--- src/rtl/pipe_dff_pkg.sv ---
// Shared types and helpers for the pipe_dff elastic register pipeline.
// The optional occupancy counter in pipe_dff_en is enabled by defining PIPE_DFF_OCC_EN.
package pipe_dff_pkg;

  // Valid/ready pair reused by other elastic blocks.
  typedef struct packed {
    logic valid;
    logic ready;
  } hs_t;

  // Width of a counter that must hold 0..stages inclusive.
  function automatic int occ_width(input int stages);
    return (stages < 1) ? 1 : $clog2(stages + 1);
  endfunction

endpackage

--- src/rtl/pipe_dff_stage.sv ---
// One pipeline stage: WIDTH-bit enabled data register plus its valid flop.
// Flush clears the valid bit only; the data register keeps its value.
module pipe_dff_stage
  import pipe_dff_pkg::*;
#(
  parameter int               WIDTH     = 8,
  parameter logic [WIDTH-1:0] RESET_VAL = '0
) (
  input  logic             clk,
  input  logic             rst,
  input  logic             flush,
  input  logic             en,
  input  logic             v_in,
  input  logic [WIDTH-1:0] d,
  output logic             v,
  output logic [WIDTH-1:0] q
);

  always_ff @(posedge clk) begin
    if (rst) begin
      v <= 1'b0;
      q <= RESET_VAL;
    end else begin
      if (flush) begin
        v <= 1'b0;
      end else if (en) begin
        v <= v_in;
      end
      if (en && !flush) begin
        q <= d;
      end
    end
  end

endmodule

--- src/rtl/pipe_dff_en.sv ---
// Elastic STAGES-deep register pipeline with bubble collapsing and synchronous flush.
// Define PIPE_DFF_OCC_EN to add the registered occupancy output.
module pipe_dff_en
  import pipe_dff_pkg::*;
#(
  parameter int               WIDTH     = 8,
  parameter int               STAGES    = 2,
  parameter logic [WIDTH-1:0] RESET_VAL = '0
) (
  input  logic                          clk,
  input  logic                          rst,
  input  logic                          flush,
  input  logic                          in_valid,
  input  logic [WIDTH-1:0]              in_data,
  output logic                          in_ready,
  output logic                          out_valid,
  output logic [WIDTH-1:0]              out_data,
  input  logic                          out_ready
`ifdef PIPE_DFF_OCC_EN
  ,
  output logic [occ_width(STAGES)-1:0]  occupancy
`endif
);

  // Handshake: a word moves across a port on a rising edge exactly when valid and
  // ready are both high in the preceding cycle; valid never depends on ready, and
  // in_ready depends on out_ready and pipeline state only, never on in_valid.

  logic [STAGES-1:0]            v;
  logic [STAGES-1:0]            adv;
  logic [STAGES-1:0]            v_src;
  logic [STAGES-1:0][WIDTH-1:0] d_src;
  logic [STAGES-1:0][WIDTH-1:0] q;
  hs_t                          in_hs;
  hs_t                          out_hs;
  logic                         in_fire;
  logic                         out_fire;

  assign in_hs    = '{valid: in_valid, ready: in_ready};
  assign out_hs   = '{valid: out_valid, ready: out_ready};
  assign in_fire  = in_hs.valid & in_hs.ready;
  assign out_fire = out_hs.valid & out_hs.ready;

  for (genvar i = 0; i < STAGES; i++) begin : g_stage
    // Stage i may load when any stage from i to the output is empty, or the
    // consumer drains this cycle; this is the unrolled bubble-collapse chain.
    assign adv[i] = out_ready | ~(&v[STAGES-1:i]);

    if (i == 0) begin : g_head
      assign v_src[i] = in_fire;
      assign d_src[i] = in_data;
    end else begin : g_body
      assign v_src[i] = v[i-1];
      assign d_src[i] = q[i-1];
    end

    pipe_dff_stage #(
      .WIDTH     (WIDTH),
      .RESET_VAL (RESET_VAL)
    ) u_stage (
      .clk   (clk),
      .rst   (rst),
      .flush (flush),
      .en    (adv[i]),
      .v_in  (v_src[i]),
      .d     (d_src[i]),
      .v     (v[i]),
      .q     (q[i])
    );
  end

  assign in_ready  = adv[0] & ~flush & ~rst;
  assign out_valid = v[STAGES-1];
  assign out_data  = q[STAGES-1];

`ifdef PIPE_DFF_OCC_EN
  localparam int OCC_W = occ_width(STAGES);

  logic [OCC_W-1:0] occ;

  always_ff @(posedge clk) begin
    if (rst || flush) begin
      occ <= '0;
    end else begin
      case ({in_fire, out_fire})
        2'b10:   occ <= occ + OCC_W'(1);
        2'b01:   occ <= occ - OCC_W'(1);
        default: occ <= occ;
      endcase
    end
  end

  assign occupancy = occ;
`else
  // No occupancy tracking in this build.
`endif

endmodule

--- config.mk ---
export PLATFORM = sky130hd
export DESIGN_NAME = pipe_dff_en
export DESIGN_NICKNAME = d
export VERILOG_FILES = /design/src/rtl/pipe_dff_pkg.sv /design/src/rtl/pipe_dff_stage.sv /design/src/rtl/pipe_dff_en.sv
export SDC_FILE = /design/constraint.sdc
export NUM_CORES = 1
export LEC_CHECK = 0
export ABC_AREA = 1
export BUFFER_PORTS_ARGS = -buffer_cell sky130_fd_sc_hd__buf_2
export CAP_MARGIN = 20
export CORE_MARGIN = 2
export CORE_UTILIZATION = 39
export DETAILED_ROUTE_END_ITERATION = 12
export PLACE_DENSITY = 0.62
export SLEW_MARGIN = 20
export SYNTH_ARGS = -nofsm -noshare
export SYNTH_HDL_FRONTEND = slang
export SYNTH_SLANG_ARGS = --single-unit
export TNS_END_PERCENT = 20
--- constraint.sdc ---
create_clock -name clk -period 1.3 [get_ports clk]
set_input_delay 0.065 -clock clk [delete_from_list [all_inputs] [get_ports clk]]
set_output_delay 0.065 -clock clk [all_outputs]
set_load 0.005 [all_outputs]
==> summary.md <==
| Metric | Value |
|---|---|
| Run status | `finished clean` |
| Area enclosed by the die boundary | `0.00242 mm²` |
| Antenna violations before repair | `0` |
| Global Route Usage Sum | `12.2%` |
| Vert. Die Dim | `49.2 µm` |
| Detailed-route wire length per cell | `8.53 µm` |
| Category of the critical setup timing path | `reg -> out` |
| Number of placement rows | `16` |
| Proportion of layout cells with a drive suffix above 1 | `24.4%` |
| Cell with the biggest individual delay on the critical path | `dfxtp_1` |
| Area growth from synthesis to layout | `18.8%` |
| Minimum clock period | `1.19 ns` |
| Final Max Tran Viols | `0` |
| First-pass GRT wire length | `2280 µm` |
| Initial standard-cell utilization of the core | `41.0%` |
| Flop-to-flop setup slack | `0.33 ns` |
| CTS Root Buffer Type | `clkbuf_4` |
| Pwr Total | `1.08 mW` |
| Total number of H-tree levels | `1` |
| Share of the cycle needed by the critical path after routing | `91.3%` |
| Average vias per placed instance | `4.35` |
| Endpoint arrival time on the critical path | `1.12 ns` |
| Detailed-placement wirelength estimate | `1030 µm` |
| Worst path max stage delay | `0.42 ns` |
| Cell count after synthesis | `108` |
| Critical Path Sink Type | `primary output` |
| Final ANT Viol Nets | `0` |
| Syn Nets | `121` |
| Crit start category | `flop` |
| Number of setup violations in the final report | `0` |
| Final-layout fill cell count | `224` |
| Count of clock tree sinks | `18` |
| Number of port buffers | `22` |
| Via count | `688` |
| Insertion delay to the later sink of the worst-skew pair | `0.28 ns` |
| Quantity of gates resized following cts | `0` |
| Area taken by multi-input logic gates | `350 µm²` |
| Die Width | `49.2 µm` |
| Top library cells by usage in the layout, fill and taps aside | `nor2_1 (26), buf_2 (22), nand2_1 (18), dfxtp_1 (18), inv_1 (11)` |
| Worst IR drop on VDD | `0.475 mV` |
| Standby leakage power | `0.496 nW` |
| Top-level I/O count | `23` |
| Detailed-router iteration count before antenna repair | `4` |
| Portion of the post-synthesis area used by sequential elements | `45.2%` |
| Antenna fix cells | `0` |
| Final WL | `1350 µm` |
| Max Clk Rate | `843 MHz` |
| Clk buf depth | `2` |
| Clock-pin slew reported for the worst setup and hold paths after clock tree synthesis | `0.09 ns` |
| Setup repair after global routing missed its margin | `no` |
| Transition at the pin with the smallest max-transition slack | `0.377 ns` |
| Post-synthesis average cell area | `7.38 µm²` |
| Number of warnings issued by yosys | `0` |
| Most frequent standard cell in the layout excluding fill and tap cells | `nor2_1` |
| Remaining global-route overflow | `0` |
| DRC | `0` |
| Seq. cell area | `360 µm²` |
| Area of the mapped netlist | `797 µm²` |
| Final estimated routing congestion in global placement | `0.688` |
| Critical Path, Cell by Cell | `inv_1 -> nor2_2 -> a21oi_1 -> buf_2` |
| TritonCTS clock tree | `yes` |
| Cts hold-fix bufs | `0` |
| Number of global-route vias before repair | `554` |
| Number of DRC markers after the initial detailed-route iteration | `16` |
| Post-CTS setup buffer count | `0` |
| Nets | `145` |
| Floorplan core area | `0.00194 mm²` |
| Maximum number of pins on one net before global-route repair | `26` |
| Max-cap violation count | `0` |
| Required time at the endpoint of the critical path | `1.24 ns` |
| Synth Register Bits | `18` |
| Slew HR | `74.8%` |
| Clock buffers created by TritonCTS | `3` |
| Fin. Hold Viols | `0` |
| Worst min-delay path category | `in -> reg` |
| Number of distinct library cells after synthesis | `16` |
| Final Skew | `0.00422 ns` |
| Summed negative setup slack over all endpoints | `0 ns` |
| Maximum fanout along the worst path | `4` |
| Pwr Density | `1140 mW/mm²` |
[Yosys cell counts, drive strengths merged]
library cell / instances / area, µm²
nand3: 9 / 62.6
nor2: 28 / 110
dfxtp: 18 / 360
nand3b: 8 / 60.1
a21oi: 10 / 50.1
clkbuf: 1 / 13.8
nand2: 18 / 67.6
inv: 12 / 45.0
clkinv: 1 / 3.75
buf: 3 / 23.8
[through the flow]
stage	hold slack, ns	std cells	util, %	worst slack (ns)	area, µm²
6_report	0.0273	158	48.8	0.113	947
5_1_grt	0.0210	158	48.8	0.00362	947
4_1_cts	0.0176	158	48.8	0.0987	947
3_5_place_dp	0.330	154	46.9	0.341	911
3_3_place_gp	0.310	154	46.9	0.361	911
2_1_floorplan	0.198	108	-	0.358	797
[path summary, 6_finish.rpt]
path	start	to	cells after the start
worst max-delay path	g_stage[1].u_stage.v$_SDFFE_PP0P_	in_ready	4
worst min-delay path	in_valid	g_stage[0].u_stage.v$_SDFFE_PP0N_	3
worst max register to register	g_stage[1].u_stage.v$_SDFFE_PP0P_	g_stage[1].u_stage.q[4]$_SDFFE_PP0P_	5
worst min register to register	g_stage[0].u_stage.q[1]$_SDFFE_PP0P_	g_stage[0].u_stage.q[1]$_SDFFE_PP0P_	2
[power breakdown]
part	switching [mW]	internal, mW	total [mW]
logic	0.0755	0.0693	0.145
registers	0.0172	0.587	0.604
clock network	0.161	0.170	0.331
[sequential cells by signal, summed over array words and instances (netlist names)]
| register | cells |
|---|---|
| g_stage.u_stage.q | 16 |
| g_stage.u_stage.v | 2 |
[area by class of cell]
class                           count  share of cell area, %
Sequential cell                    18                   38.0
Clock buffer                        4                   3.83
Timing Repair Buffer               23                   12.4
Tap cell                           27                   3.57
Inverter                           13                   5.15
Multi-Input combinational cell     73                   37.0
[worst max-delay path: cells and delay by family (launching register included)]
kind / cells / cell delay, ns
compound gates: 1 / 0.08
buf+inv: 2 / 0.19
flops: 1 / 0.42
simple gates: 1 / 0.14
[layer usage]
layer  vias to the layer above  global-route usage, %  routed length, µm
met4                         0                   8.57                  0
li1                        384                      -                  -
met1                       290                   15.9                690
met3                         0                   3.07                 48
met5                         -                      0                  0
met2                        14                   17.3                610
[cell families (layout without fill, tap and decap cells)]
group	count (synthesis)	in the layout	share of synthesized area [%]
AO/OA/AOI/OAI	10	10	6.28
buffers and inverters	17	40	10.8
flip-flops	18	18	45.2
AND/OR/NAND/NOR	63	63	37.7
Note: power is estimated with default switching activity, not from simulation.
